[src/rtl/fpu_denorm_frac_pipe_pkg.sv]
// Shared constants and helpers for the fraction denorm predictor.
package fpu_denorm_pkg;
  localparam int GRP_W     = 3;
  localparam int FPU_TAG_W = 4;

  // Number of 3-bit groups needed to cover a dw-bit fraction.
  function automatic int ngrp(input int dw);
    return (dw + GRP_W - 1) / GRP_W;
  endfunction
endpackage

[src/rtl/fpu_denorm_frac_pipe_if.sv]
// Producer/consumer handshake bundle for the denorm predictor.
interface fpu_denorm_frac_pipe_if #(parameter int DW = 52);
  import fpu_denorm_pkg::*;

  logic                 in_vld;
  logic                 in_rdy;
  logic [DW-1:0]        din1;
  logic [DW-1:0]        din2;
  logic [FPU_TAG_W-1:0] in_tag;
  logic                 out_vld;
  logic                 out_rdy;
  logic                 out_nz;
  logic                 out_denorm;
  logic [FPU_TAG_W-1:0] out_tag;

  modport slave (
    input  in_vld, din1, din2, in_tag, out_rdy,
    output in_rdy, out_vld, out_nz, out_denorm, out_tag
  );

  modport master (
    output in_vld, din1, din2, in_tag, out_rdy,
    input  in_rdy, out_vld, out_nz, out_denorm, out_tag
  );
endinterface

[src/rtl/fpu_denorm_frac_pipe_grp3.sv]
// One 3-bit group: non-zero flag and "din2 msb >= din1 msb" within the group.
module fpu_denorm_grp3
  import fpu_denorm_pkg::*;
(
  input  logic [GRP_W-1:0] d1_i,
  input  logic [GRP_W-1:0] d2_i,
  output logic             nzg_o,
  output logic             dng_o
);
  logic [GRP_W-1:0] z;

  // z[i] marks bit positions where both operands are clear.
  assign z     = ~(d1_i | d2_i);
  assign nzg_o = ~&z;
  // d2 wins at bit i only if no operand has a set bit above i.
  assign dng_o = d2_i[2] | (z[2] & d2_i[1]) | (z[2] & z[1] & d2_i[0]);
endmodule

[src/rtl/fpu_denorm_frac_pipe.sv]
// Two-stage denorm predictor: stage 1 captures per-group flags, stage 2
// performs the MSB-first priority reduce into the output registers.
module fpu_denorm_frac_pipe
  import fpu_denorm_pkg::*;
#(
  parameter int DW = 52
) (
  input  logic                 rclk,
  input  logic                 arst,
  fpu_denorm_frac_pipe_if.slave bus
);
  localparam int NGRP = ngrp(DW);
  localparam int XW   = NGRP * GRP_W;

  logic [XW-1:0]        d1x, d2x;
  logic [NGRP-1:0]      nzg, dng;
  logic [2:1]           vld_pipe_q, vld_pipe_d;
  logic                 s1_adv, s2_adv, in_rdy, in_xfer;
  logic [NGRP-1:0]      nzg_q, dng_q;
  logic [FPU_TAG_W-1:0] tag1_q;
  logic                 nz_q, nz_d, dn_q, dn_d;
  logic [FPU_TAG_W-1:0] tag_q;

  // Zero-extend at the MSB so the top group is padded with zeros.
  assign d1x = XW'(bus.din1);
  assign d2x = XW'(bus.din2);

  for (genvar g = 0; g < NGRP; g++) begin : g_grp
    fpu_denorm_grp3 u_grp (
      .d1_i  (d1x[g*GRP_W +: GRP_W]),
      .d2_i  (d2x[g*GRP_W +: GRP_W]),
      .nzg_o (nzg[g]),
      .dng_o (dng[g])
    );
  end

  assign s2_adv  = ~vld_pipe_q[2] | bus.out_rdy;
  assign s1_adv  = vld_pipe_q[1] & s2_adv;
  assign in_rdy  = ~vld_pipe_q[1] | s2_adv;
  assign in_xfer = bus.in_vld & in_rdy;

  // Valid bits: stage 1 fills on transfer / drains on advance; stage 2 follows.
  always_comb begin
    vld_pipe_d = vld_pipe_q;
    if (in_xfer)     vld_pipe_d[1] = 1'b1;
    else if (s1_adv) vld_pipe_d[1] = 1'b0;
    if (s2_adv)      vld_pipe_d[2] = vld_pipe_q[1] | (vld_pipe_q[2] & ~bus.out_rdy);
  end

  // Valid state register; reset drops every in-flight entry.
  always_ff @(posedge rclk or posedge arst) begin
    if (arst) vld_pipe_q <= '0;
    else      vld_pipe_q <= vld_pipe_d;
  end

  // Stage 1 data: load only on transfer so idle-bus garbage never enters.
  always_ff @(posedge rclk) begin
    if (in_xfer) begin
      nzg_q  <= nzg;
      dng_q  <= dng;
      tag1_q <= bus.in_tag;
    end
  end

  // Priority reduce: the highest non-zero group decides the denorm flag.
  always_comb begin
    nz_d = |nzg_q;
    dn_d = 1'b0;
    for (int g = 0; g < NGRP; g++)
      if (nzg_q[g]) dn_d = dng_q[g];
  end

  // Output registers load only when stage 1 moves forward; held during stall.
  always_ff @(posedge rclk or posedge arst) begin
    if (arst) begin
      nz_q  <= 1'b0;
      dn_q  <= 1'b0;
      tag_q <= '0;
    end else if (s1_adv) begin
      nz_q  <= nz_d;
      dn_q  <= dn_d;
      tag_q <= tag1_q;
    end
  end

  assign bus.in_rdy     = in_rdy;
  assign bus.out_vld    = vld_pipe_q[2];
  assign bus.out_nz     = nz_q;
  assign bus.out_denorm = dn_q;
  assign bus.out_tag    = tag_q;
endmodule

[src/flat_wrapper.sv]
// flat-port wrapper written by rule: the top's interface ports become plain ports
module fpu_denorm_frac_pipe_flat import fpu_denorm_pkg::*;
#(
  parameter int DW = 52
)
  (rclk, arst, bus_in_vld, bus_din1, bus_din2, bus_in_tag, bus_out_rdy, bus_in_rdy, bus_out_vld, bus_out_nz, bus_out_denorm, bus_out_tag);
  fpu_denorm_frac_pipe_if #(.DW(DW)) bus_i ();
  input  logic rclk;
  input  logic arst;
  input wire logic [$bits(bus_i.in_vld)-1:0] bus_in_vld;
  input wire logic [$bits(bus_i.din1)-1:0] bus_din1;
  input wire logic [$bits(bus_i.din2)-1:0] bus_din2;
  input wire logic [$bits(bus_i.in_tag)-1:0] bus_in_tag;
  input wire logic [$bits(bus_i.out_rdy)-1:0] bus_out_rdy;
  output wire logic [$bits(bus_i.in_rdy)-1:0] bus_in_rdy;
  output wire logic [$bits(bus_i.out_vld)-1:0] bus_out_vld;
  output wire logic [$bits(bus_i.out_nz)-1:0] bus_out_nz;
  output wire logic [$bits(bus_i.out_denorm)-1:0] bus_out_denorm;
  output wire logic [$bits(bus_i.out_tag)-1:0] bus_out_tag;
  assign bus_i.in_vld = bus_in_vld;
  assign bus_i.din1 = bus_din1;
  assign bus_i.din2 = bus_din2;
  assign bus_i.in_tag = bus_in_tag;
  assign bus_i.out_rdy = bus_out_rdy;
  assign bus_in_rdy = bus_i.in_rdy;
  assign bus_out_vld = bus_i.out_vld;
  assign bus_out_nz = bus_i.out_nz;
  assign bus_out_denorm = bus_i.out_denorm;
  assign bus_out_tag = bus_i.out_tag;
  fpu_denorm_frac_pipe #(.DW(DW)) u_core (.rclk(rclk), .arst(arst), .bus(bus_i));
endmodule
[config.mk]
export PLATFORM = sky130hd
export DESIGN_NAME = fpu_denorm_frac_pipe_flat
export DESIGN_NICKNAME = d
export VERILOG_FILES = /design/src/rtl/fpu_denorm_frac_pipe_pkg.sv /design/src/rtl/fpu_denorm_frac_pipe_if.sv /design/src/rtl/fpu_denorm_frac_pipe_grp3.sv /design/src/rtl/fpu_denorm_frac_pipe.sv /design/src/flat_wrapper.sv
export SDC_FILE = /design/constraint.sdc
export NUM_CORES = 1
export LEC_CHECK = 0
export BUFFER_PORTS_ARGS = -buffer_cell sky130_fd_sc_hd__buf_2
export CAP_MARGIN = 5
export CORE_MARGIN = 2
export CORE_UTILIZATION = 48
export CTS_CLUSTER_DIAMETER = 40
export DETAILED_ROUTE_END_ITERATION = 12
export GPL_TIMING_DRIVEN = 0
export PLACE_DENSITY = 0.84
export REMOVE_ABC_BUFFERS = 1
export SETUP_SLACK_MARGIN = 0.15
export SLEW_MARGIN = 20
export SYNTH_ARGS = -nofsm -noshare
export SYNTH_HDL_FRONTEND = slang
export SYNTH_SLANG_ARGS = --single-unit
[constraint.sdc]
create_clock -name rclk -period 4.5 [get_ports rclk]
set_input_delay 0.675 -clock rclk [delete_from_list [all_inputs] [get_ports rclk]]
set_output_delay 0.675 -clock rclk [all_outputs]
set_load 0.02 [all_outputs]
==> flow_metrics.env <==
export IMPL_grt_usage_pct=18.6
export IMPL_nFillCells=351
export IMPL_dieArea_mm2=0.00533
export IMPL_worstSetupEndpointType="primary output"
export IMPL_cts_max_level=2
export IMPL_antenna_found_initial=0
export IMPL_path_buf_inv=2
export IMPL_ys_types=27
export IMPL_avgSynthCellArea_um2=11.0
export IMPL_highest_layer="met4"
export IMPL_yosysMostFrequentCell="edfxtp_1"
export IMPL_grt_start_max_net_pins=25
export IMPL_drtPass1Iterations=4
export IMPL_start_kind="input port"
export IMPL_multi_input_area_um2=802
export IMPL_relSlewSlack_pct=68.7
export IMPL_cts_sinks=48
export IMPL_dr_wl_met3_um=267
export IMPL_syn2layout_area_growth_pct=34.9
export IMPL_status="finished clean"
export IMPL_drive_gt1_share_pct=40.8
export IMPL_die_h_um=73.0
export IMPL_reg2reg_slack_ns=2.97
export IMPL_gr_total_overflow=0
export IMPL_post_route_min_period_ns=1.80
export IMPL_clkLatencyLatePin_ns=0.29
export IMPL_holdBufCountCts=0
export IMPL_cts_setup_buffers=0
export IMPL_portBuffers=119
export IMPL_met1_length_mm=2.01
export IMPL_routed_wl_mm=4.78
export IMPL_maxCapViolCount=0
export IMPL_crit_top_cell="buf_2"
export IMPL_worstPathMaxFanout=3
export IMPL_mappedNetlistArea_mm2=0.00228
export IMPL_rsz0062_at_grt="no"
export IMPL_drc=0
export IMPL_maxSlewViolCount=0
export IMPL_cts_tree="done"
export IMPL_yosys_warnings=0
export IMPL_peakVddDrop_mv=0.188
export IMPL_worstSetupPathType="in -> out"
export IMPL_yosysTopAreaCellShare_pct=52.6
export IMPL_synth_top_area_cell="edfxtp_1"
export IMPL_diodes=0
export IMPL_grt_pass1_wl_mm=7.60
export IMPL_critPathMaxStageDelay_ns=0.18
export IMPL_critPathSlowestCell="nand3b_1"
export IMPL_cp_top_family="buffers and inverters"
export IMPL_synth_edff_count=40
export IMPL_fmax_mhz=555
export IMPL_nets=447
export IMPL_start_util_pct=49.0
export IMPL_rows=25
export IMPL_place_gp_congestion=0.827
export IMPL_post_route_period_util_pct=40.1
export IMPL_synth_ff_latch_count=48
export IMPL_drt_antenna_violating_nets=0
export IMPL_dp_hpwl_mm=3.88
export IMPL_via_per_inst=5.11
export IMPL_synth_cells=208
export IMPL_worstMarginPinSlew_ns=0.470
export IMPL_grt_pass1_vias=1929
export IMPL_die_x_um=73.0
export IMPL_cts_root_buf="clkbuf_8"
export IMPL_synthFlopType="edfxtp_1"
export IMPL_cts_buffers_inserted=5
export IMPL_hold_path_class="in -> async"
export IMPL_path_clk_slew_ns=0.09
export IMPL_seqCellArea_mm2=0.00140
export IMPL_met2WireLength_mm=2.44
export IMPL_leakagePower_nw=1.31
export IMPL_cellPowerDensity_mw_per_mm2=308
export IMPL_clk_path_buf_depth=2
export IMPL_cts_resized_gates=0
export IMPL_p_total_uw=949
export IMPL_arrival_ns=1.13
export IMPL_wl_per_cell_um=12.3
export IMPL_async_reset_ff_share_pct=16.7
export IMPL_setup_tns_ns=0
export IMPL_finalHoldViolations=0
export IMPL_vias=1993
export IMPL_drt_iter0_drc=78
export IMPL_seq_area_frac_synth_pct=61.3
export IMPL_yosys_top_cells_area="edfxtp_1, dfrtp_1, nor4_1"
export IMPL_clock_skew_ns=0.00461
export IMPL_setup_viol=0
export IMPL_coreArea_mm2=0.00466
export IMPL_io_pins=120
export IMPL_crit_required_ns=3.83
export IMPL_crit_chain="buf_2 > nand3b_1 > buf_2"
export IMPL_synthTopCellsByCount="edfxtp_1, nand2_1, a21oi_1, inv_1, nor4_1"
==> metrics by stage <==
stage                     instance area, um^2  setup slack (ns)  utilization, %  cells  hold slack (ns)
after global routing                     3080              2.65            66.1    390            0.314
final                                    3080              2.70            66.1    390            0.306
after floorplan                          2280              2.15               -    208            0.455
after global placement                   2950              1.92            63.2    381            0.458
after CTS                                3080              2.70            66.1    390            0.301
after detailed placement                 2980              2.60            63.9    382            0.469
==> sequential cells by signal (all words and copies together), names as in the netlist <==
signal,flops
u_core.tag1_q,4
u_core.bus.out_nz,1
u_core.dng_q,18
u_core.bus.out_denorm,1
u_core.nzg_q,18
u_core.vld_pipe_q,2
u_core.bus.out_tag,4
==> layer usage <==
layer | global-route usage, % | up-vias
met5 | 0 | -
li1 | - | 1030
met4 | 8.02 | 0
met3 | 4.42 | 4
met1 | 21.2 | 886
met2 | 33.0 | 73
==> path summary, 6_finish.rpt <==
check                                startpoint               endpoint  cells past startpoint
setup reg to reg           u_core.vld_pipe_q[1]        u_core.dng_q[3]                      3
min in group rclk              u_core.tag1_q[0]  u_core.bus.out_tag[0]                      1
hold reg to reg                u_core.tag1_q[0]  u_core.bus.out_tag[0]                      1
setup / recovery                    bus_out_rdy             bus_in_rdy                      3
max in group asynchronous                  arst  u_core.bus.out_denorm                      2
hold / removal                             arst   u_core.vld_pipe_q[2]                      2
==> cells in the final DEF (no fill, tap or decap), drive strengths merged, types with 2 or more instances in the layout <==
master / netlist / routed
inv: 22 / 23
nor2b: 2 / 2
a211oi: 3 / 3
nand2: 26 / 26
nand2b: 2 / 2
o21bai: 17 / 17
a21o: 2 / 2
nor2: 20 / 20
nand3b: 3 / 3
buf: 0 / 120
nor4: 22 / 22
nor3: 2 / 2
dfrtp: 8 / 8
a21oi: 22 / 22
o21ai: 5 / 5
edfxtp: 40 / 40
mux2: 4 / 4
clkbuf: 0 / 6
==> kinds of logic after synthesis <==
group	share of synthesized area, %
AO/OA/AOI/OAI	15.7
buffers and inverters	3.61
flip-flops	61.3
multiplexers	1.97
AND/OR/NAND/NOR	17.4
==> layout make-up <==
type / instances / area share (%)
Clock buffer: 6 / 3.05
Multi-Input combinational cell: 138 / 26.0
Clock inverter: 2 / 0.365
Inverter: 22 / 2.68
Timing Repair Buffer: 120 / 20.2
Sequential cell: 48 / 45.5
Tap cell: 54 / 2.19
==> where the power goes <==
group          total, mW  switching [mW]  internal, mW
clock network      0.283           0.140         0.143
logic              0.144          0.0729        0.0710
registers          0.522          0.0107         0.511
No activity file was read; power rests on OpenSTA's default activity.
